$ cat src/rtl/regfile_write_scheduler_pkg.sv
// Shared widths and constants for the register-file write scheduler.
// Register 0 is architecturally zero, so it is never written or reserved.
package regfile_write_scheduler_pkg;

  localparam int REG_ADDR_W = 5;
  localparam int DATA_W     = 32;
  localparam int NUM_REGS   = 1 << REG_ADDR_W;

  localparam logic [REG_ADDR_W-1:0] REG_ZERO = '0;

  function automatic int ptr_width(input int n);
    return (n > 1) ? $clog2(n) : 1;
  endfunction

endpackage

$ cat src/rtl/regfile_write_scheduler_rr_arbiter.sv
// Round-robin arbiter: combinational, 0 cycles; one-hot grant to the first request after ptr.
// No backpressure of its own; grant is zero when no request is raised.
module rr_arbiter
  import regfile_write_scheduler_pkg::*;
#(
  parameter int NUM_REQ = 3,
  parameter int PTR_W   = ptr_width(NUM_REQ)
) (
  input  logic [NUM_REQ-1:0] req,
  input  logic [PTR_W-1:0]   ptr,
  output logic [NUM_REQ-1:0] grant,
  output logic [PTR_W-1:0]   grant_idx,
  output logic               grant_vld
);

  always_comb begin
    int idx;
    grant     = '0;
    grant_idx = '0;
    grant_vld = 1'b0;
    idx       = 0;
    // Search starts one past the last winner so it becomes lowest priority.
    for (int k = 1; k <= NUM_REQ; k++) begin
      idx = (int'(ptr) + k) % NUM_REQ;
      if (!grant_vld && req[idx]) begin
        grant_vld      = 1'b1;
        grant[idx]     = 1'b1;
        grant_idx      = idx[PTR_W-1:0];
      end
    end
  end

endmodule

$ cat src/rtl/regfile_write_scheduler.sv
// Arbitrates writeback sources onto the single regfile write port; write port latency 1 cycle.
// Sources wait on req_ready (one grant per cycle); decode is held off via stall/issue_ready.
module regfile_write_scheduler
  import regfile_write_scheduler_pkg::*;
#(
  parameter int NUM_REQ = 3
) (
  input  logic                          clk,
  input  logic                          reset,
  input  logic [NUM_REQ-1:0]            req_valid,
  output logic [NUM_REQ-1:0]            req_ready,
  input  logic [NUM_REQ*REG_ADDR_W-1:0] req_reg,
  input  logic [NUM_REQ*DATA_W-1:0]     req_data,
  input  logic                          issue_valid,
  input  logic [REG_ADDR_W-1:0]         issue_reg,
  output logic                          issue_ready,
  input  logic [REG_ADDR_W-1:0]         read1,
  input  logic [REG_ADDR_W-1:0]         read2,
  output logic                          stall,
  input  logic                          flush,
  output logic                          regWrite,
  output logic [REG_ADDR_W-1:0]         writeReg,
  output logic [DATA_W-1:0]             writeData
);

  localparam int PTR_W = ptr_width(NUM_REQ);

  logic [PTR_W-1:0]      ptr_q, ptr_d;
  logic                  regwrite_q, regwrite_d;
  logic [REG_ADDR_W-1:0] writereg_q, writereg_d;
  logic [DATA_W-1:0]     writedata_q, writedata_d;
  logic [NUM_REGS-1:0]   pending_q, pending_d;

  logic [NUM_REQ-1:0]    grant;
  logic [PTR_W-1:0]      grant_idx;
  logic                  grant_vld;
  logic                  transfer;
  logic                  reserve;
  logic [REG_ADDR_W-1:0] win_reg;
  logic [DATA_W-1:0]     win_data;

  rr_arbiter #(
    .NUM_REQ (NUM_REQ),
    .PTR_W   (PTR_W)
  ) u_arb (
    .req       (req_valid),
    .ptr       (ptr_q),
    .grant     (grant),
    .grant_idx (grant_idx),
    .grant_vld (grant_vld)
  );

  always_comb begin
    req_ready = reset ? '0 : grant;
    transfer  = grant_vld & ~reset;
    win_reg   = req_reg[grant_idx*REG_ADDR_W +: REG_ADDR_W];
    win_data  = req_data[grant_idx*DATA_W +: DATA_W];
  end

  always_comb begin
    ptr_d       = transfer ? grant_idx : ptr_q;
    regwrite_d  = transfer && (win_reg != REG_ZERO);
    writereg_d  = transfer ? win_reg : writereg_q;
    writedata_d = transfer ? win_data : writedata_q;
  end

  // Readiness looks at the pre-clear scoreboard, so a same-cycle clear+reserve of r is refused.
  always_comb begin
    issue_ready = ~flush & ((issue_reg == REG_ZERO) | ~pending_q[issue_reg]);
    reserve     = issue_valid & issue_ready & (issue_reg != REG_ZERO);
    stall       = ((read1 != REG_ZERO) & pending_q[read1]) |
                  ((read2 != REG_ZERO) & pending_q[read2]);
  end

  always_comb begin
    pending_d = pending_q;
    if (transfer) begin
      pending_d[win_reg] = 1'b0;
    end
    if (reserve) begin
      pending_d[issue_reg] = 1'b1;
    end
    if (flush) begin
      pending_d = '0;
    end
    pending_d[REG_ZERO] = 1'b0;
  end

  always_ff @(posedge clk) begin
    if (reset) begin
      ptr_q       <= PTR_W'(NUM_REQ - 1);
      regwrite_q  <= 1'b0;
      writereg_q  <= '0;
      writedata_q <= '0;
      pending_q   <= '0;
    end else begin
      ptr_q       <= ptr_d;
      regwrite_q  <= regwrite_d;
      writereg_q  <= writereg_d;
      writedata_q <= writedata_d;
      pending_q   <= pending_d;
    end
  end

  assign regWrite  = regwrite_q;
  assign writeReg  = writereg_q;
  assign writeData = writedata_q;

endmodule

$ cat config.mk
export PLATFORM = sky130hd
export DESIGN_NAME = regfile_write_scheduler
export DESIGN_NICKNAME = d
export VERILOG_FILES = /design/src/rtl/regfile_write_scheduler_pkg.sv /design/src/rtl/regfile_write_scheduler_rr_arbiter.sv /design/src/rtl/regfile_write_scheduler.sv
export SDC_FILE = /design/constraint.sdc
export NUM_CORES = 1
export LEC_CHECK = 0
export CAP_MARGIN = 20
export CORE_UTILIZATION = 27
export DETAILED_ROUTE_END_ITERATION = 8
export GPL_ROUTABILITY_DRIVEN = 0
export REMOVE_ABC_BUFFERS = 1
export SKIP_CTS_REPAIR_TIMING = 1
export SLEW_MARGIN = 10
export SYNTH_ARGS = -nofsm -noshare
export SYNTH_HDL_FRONTEND = slang
export SYNTH_HIERARCHICAL = 1
export SYNTH_SLANG_ARGS = --single-unit
$ cat constraint.sdc
create_clock -name clk -period 9.2 [get_ports clk]
set_input_delay 1.84 -clock clk [delete_from_list [all_inputs] [get_ports clk]]
set_output_delay 1.84 -clock clk [all_outputs]
set_load 0.01 [all_outputs]
==> results.json, run 1 <==
{
  "status": "finished, final reports clean",
  "peakVddDrop_v": 0.0001187,
  "multi_input_area_um2": 2960,
  "crit_type": "in2out",
  "min_period_over_period_pct": 67.88,
  "die_area_um2": 17440,
  "dp_hpwl_mm": 12.22,
  "netlist.area_leader.share_pct": 31.12,
  "netlist_area_um2": 4567,
  "slew_headroom_pct": 43.67,
  "grt_pass1_vias": 4543,
  "drt_iter0_drc": 280,
  "synth-edff-count": 0,
  "slew_viol_final": 0,
  "seq_power_share_pct": 24.8,
  "async_flop_share_pct": 0,
  "fillerInstances": 1579,
  "drive_above_1_share_pct": 10.79,
  "pre_cts_ws_ns": 2.957,
  "diodes": 0,
  "ys_ff_latch": 71,
  "io_pins": 176,
  "p_int_uw": 989.7,
  "routed_via_density": 5.366,
  "worst_hold_path.endpoint": "writeData[18]",
  "drtPass1Iterations": 5,
  "comb_power_share_pct": 55.8,
  "drc": 0,
  "grt_pass1_wl_mm": 24.90,
  "yosysSeqAreaShare_pct": 31.12,
  "ff2ff_path_depth": 13,
  "worst_slack_ns": 2.955,
  "antenna_found_initial": 1,
  "synthTopCellsByCount": "71 x dfxtp_1, 57 x nor2_1, 40 x nand2_1",
  "cp_max_fo": 11,
  "p_per_area_nw_per_um2": 247.3,
  "min_from": "writeData[18]",
  "wirelength_mm": 15.80,
  "num_vias": 4663,
  "routed.top_layer": "met4",
  "crit_family": "buffers and inverters",
  "cts_tree": "done",
  "synthCells": 491,
  "setup_viol": 0,
  "layout.nets": 782,
  "ys_warn_count": 6,
  "fin_cells": 869,
  "worstMarginPinSlew_ns": 0.8412,
  "wl_met2_mm": 7.491,
  "r2r_setup_slack_ns": 5.12,
  "cp-start-kind": "primary input",
  "wl_per_cell_um": 18.19,
  "clkLatencyLatePin_ns": 0.34,
  "power_switching_uw": 683.9,
  "fmax_mhz": 160.1,
  "synth_area_leaders": "dfxtp_1 31%, mux4_2 9.4%, mux2i_1 8.1%",
  "avgSynthCellArea_um2": 9.301,
  "cpPeakStageDelay_ns": 0.82,
  "endpoint_kind": "primary output",
  "cp_slowest_cell": "clkdlybuf4s50_1",
  "synthToLayoutAreaGrowth_pct": 48.16,
  "portBuffers": 175,
  "max_cap_viol_count": 0,
  "rsz0062_at_grt": "no",
  "clkPwrFrac_pct": 19.3,
  "p_sw_share_pct": 40.86,
  "fin_hold_ws_ns": 0.4983,
  "seq_area_um2": 1421,
  "clock_path_buffers": 2,
  "grt_use_total_pct": 18.42,
  "die_h_um": 132.1,
  "synth_flop_cell": "dfxtp_1",
  "dpl.cell_count": 853,
  "clk_pin_slew_ns": 0.05,
  "r2r-end": "pending_q[9]",
  "grt_max_degree": 33,
  "clock-sinks": 71,
  "drt-met1-wl_mm": 6.190,
  "postRouteAntennaNets": 0,
  "cts-buffers-inserted": 9,
  "finalPower_mw": 1.674,
  "yosysUniqueCellTypes": 57,
  "min_path_cells": 2,
  "reg2reg_from": "ptr_q[0]",
  "hold_viol_final": 0,
  "start_util_pct": 27.64,
  "synth_top_area_cell": "dfxtp_1",
  "die_x_um": 132.1,
  "dpl_cell_area_um2": 6487,
  "std_cell_rows": 47,
  "utilization_pct": 40.95,
  "htree_levels": 3,
  "stdcell_area_um2": 6766,
  "p_leak_nw": 2.389,
  "core_area_um2": 16520,
  "crit_chain": "clkdlybuf4s50_1, mux4_2, nand3_1, o21ai_1, o21ai_1, nor3b_1, clkdlybuf4s50_1",
  "layout_min_cycle_time_ns": 6.245,
  "crit_buf_inv": 2,
  "cp.arrival_ns": 4.40,
  "tns_ns": 0,
  "critPathRequiredTime_ns": 7.36,
  "hold_class": "reg2reg",
  "worst_clock_skew_ns": 0.008111,
  "dr_wl_met3_mm": 1.542,
  "root_buffer": "clkbuf_16",
  "synthMostInstantiatedCell": "dfxtp_1",
  "overflow": 0
}
-- worst min-delay path, delay by kind of cell, from the launching register on --
family         cells  cell delay (ns)
flip-flops         1             0.32
AO/OA/AOI/OAI      2             0.14
-- layout make-up --
type	count	share of cell area, %
clock inverters	5	0.5178
repair buffers	182	26.63
flip-flops and latches	71	21.01
multi-input cells	372	43.75
clock buffers	10	3.532
well taps	220	4.068
inverters	9	0.4993
-- registers in the layout, indices dropped and copies added (netlist names) --
| name | count |
|---|---|
| writeData | 32 |
| pending_q | 31 |
| regWrite | 1 |
| writeReg | 5 |
| ptr_q | 2 |
-- power by group through the flow --
stage	Sequential, mW	Combinational [mW]	Clock, mW
2_1_floorplan	0.446	0.556	0
3_3_place_gp	0.420	0.931	0
4_1_cts	0.416	0.947	0.332
5_1_grt	0.424	1.02	0.349
6_report	0.416	0.934	0.324
3_5_place_dp	0.421	0.945	0
-- worst max path at each step --
stage,startpoint,to,slack (ns),depth (start not counted)
after global placement,issue_reg[0],issue_ready,2.99,7
after floorplan,req_valid[1],pending_q[29],1.86,9
after CTS,issue_reg[0],issue_ready,2.94,7
after global routing,issue_reg[0],issue_ready,2.73,7
after detailed placement,issue_reg[0],issue_ready,2.96,7
final,issue_reg[0],issue_ready,2.96,7
-- per-layer routing --
layer | track usage [%] | vias up
li1 | - | 2191
met1 | 21.21 | 2163
met2 | 30.86 | 265
met3 | 6.267 | 44
met4 | 8.204 | 0
met5 | 0 | -
-- kinds of logic (layout without fill, tap and decap cells) --
logic type               count (synthesis)  in the layout  share of synthesized area (%)
AND/OR/NAND/NOR                        163            163                          19.01
AO/OA/AOI/OAI                          136            136                          23.32
flip-flops                              71             71                          31.12
multiplexers                            69             69                          20.74
buffers and inverters                   48            206                          4.712
adder cells (fa/ha/maj)                  4              4                          1.096
-- layout by cell type (no fill, tap or decap), types with 4 or more instances in the layout --
cell type        netlist  layout
mux2_1                 6       6
nor2_1                57      57
a32o_1                30      30
nand2_1               40      40
a22oi_1               10      10
dfxtp_1               71      71
a21oi_1               22      21
clkdlybuf4s50_1        0     175
a211oi_1              23      23
inv_1                  8       8
mux2i_1               37      37
nor3_1                 5       5
o21ai_1               12      12
ha_1                   4       4
nand3_1                7       7
a221oi_1               5       5
and3_1                 5       5
buf_4                  3       6
nor3_2                11      11
nand2b_1               8       7
clkbuf_16              0       9
mux2_2                 6       6
nor2b_1               10       9
mux4_2                19      19
o21ai_0                4       4
Note: power is estimated with default switching activity, not from simulation.
==> inputs of run 2 (changes only) <==
clock period = 5.88 ns   (was 9.2 ns; I/O delays follow)
==> results.json, run 2 (synthesis gave the netlist of run 1 again) <==
{
  "layout_min_cycle_time_ns": 4.904,
  "core_area_um2": 16520,
  "synthToLayoutAreaGrowth_pct": 49.42,
  "cp_max_fo": 11,
  "endpoint_kind": "primary output",
  "seq_power_share_pct": 24.0,
  "slew_headroom_pct": 39.44,
  "seq_area_um2": 1421,
  "die_area_um2": 17440,
  "r2r_setup_slack_ns": 1.92,
  "rsz0062_at_grt": "no",
  "io_pins": 176,
  "largest_reg_flops": 32,
  "slew_viol_final": 0,
  "power_switching_mw": 1.071,
  "wl_per_cell_um": 18.06,
  "portBuffers": 175,
  "grt_use_total_pct": 18.32,
  "die_h_um": 132.1,
  "comb_power_share_pct": 54.0,
  "num_vias": 4674,
  "overflow": 0,
  "grt_pass1_wl_mm": 24.87,
  "crit_type": "in2out",
  "antenna_found_initial": 0,
  "root_buffer": "clkbuf_16",
  "grt_pass1_vias": 4620,
  "routed_via_density": 5.372,
  "min_period_over_period_pct": 83.39,
  "most-common-layout-cells": "175 x clkdlybuf4s50_1, 71 x dfxtp_1, 57 x nor2_1, 40 x nand2_1, 37 x mux2i_1",
  "multi_input_area_um2": 2960,
  "clock_path_buffers": 2,
  "reg2reg_from": "ptr_q[0]",
  "layout.nets": 782,
  "finalPower_mw": 2.710,
  "peakVddDrop_v": 0.0001844,
  "p_int_mw": 1.640,
  "postRouteAntennaNets": 0,
  "clock-sinks": 71,
  "std_cell_rows": 47,
  "ff2ff_path_depth": 11,
  "clk_pin_slew_ns": 0.06,
  "fillerInstances": 1558,
  "hold_class": "reg2reg",
  "wirelength_mm": 15.71,
  "worstMarginPinSlew_ns": 0.9043,
  "cp.arrival_ns": 3.73,
  "drt_iter0_drc": 287,
  "critPathRequiredTime_ns": 4.70,
  "hold_viol_final": 0,
  "clkLatencyLatePin_ns": 0.34,
  "min_from": "writeData[10]",
  "dp_hpwl_mm": 12.17,
  "drive_above_1_share_pct": 10.92,
  "mostFrequentLayoutCell": "clkdlybuf4s50_1",
  "worst_clock_skew_ns": 0.006477,
  "diodes": 0,
  "cts_tree": "done",
  "r2r-end": "writeData[17]",
  "drtPass1Iterations": 5,
  "grt_max_degree": 38,
  "min_path_cells": 2,
  "clkPwrFrac_pct": 22.0,
  "p_per_area_nw_per_um2": 397.2,
  "utilization_pct": 41.30,
  "htree_levels": 3,
  "cp-start-kind": "primary input",
  "worst_hold_path.endpoint": "writeData[10]",
  "p_sw_share_pct": 39.50,
  "fin_hold_ws_ns": 0.4965,
  "setup_viol": 0,
  "max_cap_viol_count": 0,
  "start_util_pct": 27.64,
  "status": "finished, final reports clean",
  "p_leak_nw": 2.410,
  "die_x_um": 132.1,
  "fmax_mhz": 203.9,
  "cts-buffers-inserted": 9,
  "drc": 0
}
-- run 2: worst max-delay path by stage --
stage | start | end | slack (ns) | cells past startpoint
global route | issue_reg[0] | issue_ready | 0.76 | 6
floorplan | req_valid[1] | pending_q[29] | -0.79 | 9
global placement | issue_reg[0] | issue_ready | 1.00 | 7
CTS | issue_reg[1] | issue_ready | 0.98 | 6
finish | issue_reg[0] | issue_ready | 0.98 | 7
detailed placement | issue_reg[1] | issue_ready | 1.0 | 6
-- run 2: layout make-up --
cell class              instances  area share (%)
clock inverters                 6           1.357
well taps                     220           4.034
repair buffers                182           26.40
multi-input cells             372           43.38
inverters                       9          0.4950
flip-flops and latches         71           20.83
clock buffers                  10           3.502
-- run 2: metal layers --
layer  GRT usage, %  vias to the layer above  routed length [µm]
li1               -                     2208                   -
met1          20.31                     2173                6037
met2          31.75                      260                7733
met3          6.844                       33                1531
met4          6.977                        0                 411
met5              0                        -                   0
-- run 2: through the flow --
step | std cells | setup WS, ns | area (µm²) | setup TNS (ns)
6_report | 870 | 0.9765 | 6824 | 0
5_1_grt | 870 | 0.7606 | 6824 | 0
4_1_cts | 869 | 0.9793 | 6819 | 0
3_5_place_dp | 853 | 0.9963 | 6487 | 0
3_3_place_gp | 853 | 1.005 | 6487 | 0
2_1_floorplan | 452 | -0.7940 | 4385 | -35.36
-- run 2: power groups by stage --
stage | sequential [mW] | combinational (mW) | clock, mW
after floorplan | 0.698 | 0.870 | 0
after global placement | 0.656 | 1.46 | 0
after detailed placement | 0.660 | 1.48 | 0
after CTS | 0.652 | 1.49 | 0.614
after global routing | 0.663 | 1.61 | 0.635
final | 0.650 | 1.46 | 0.596
-- run 2: worst max-delay path, cell delays in order --
cell             delay, ns
clkdlybuf4s50_1       0.83
mux4_2                0.57
nand3_1               0.09
o21ai_1               0.13
o21ai_1               0.14
nor3b_1               0.22
clkdlybuf4s50_1       0.57
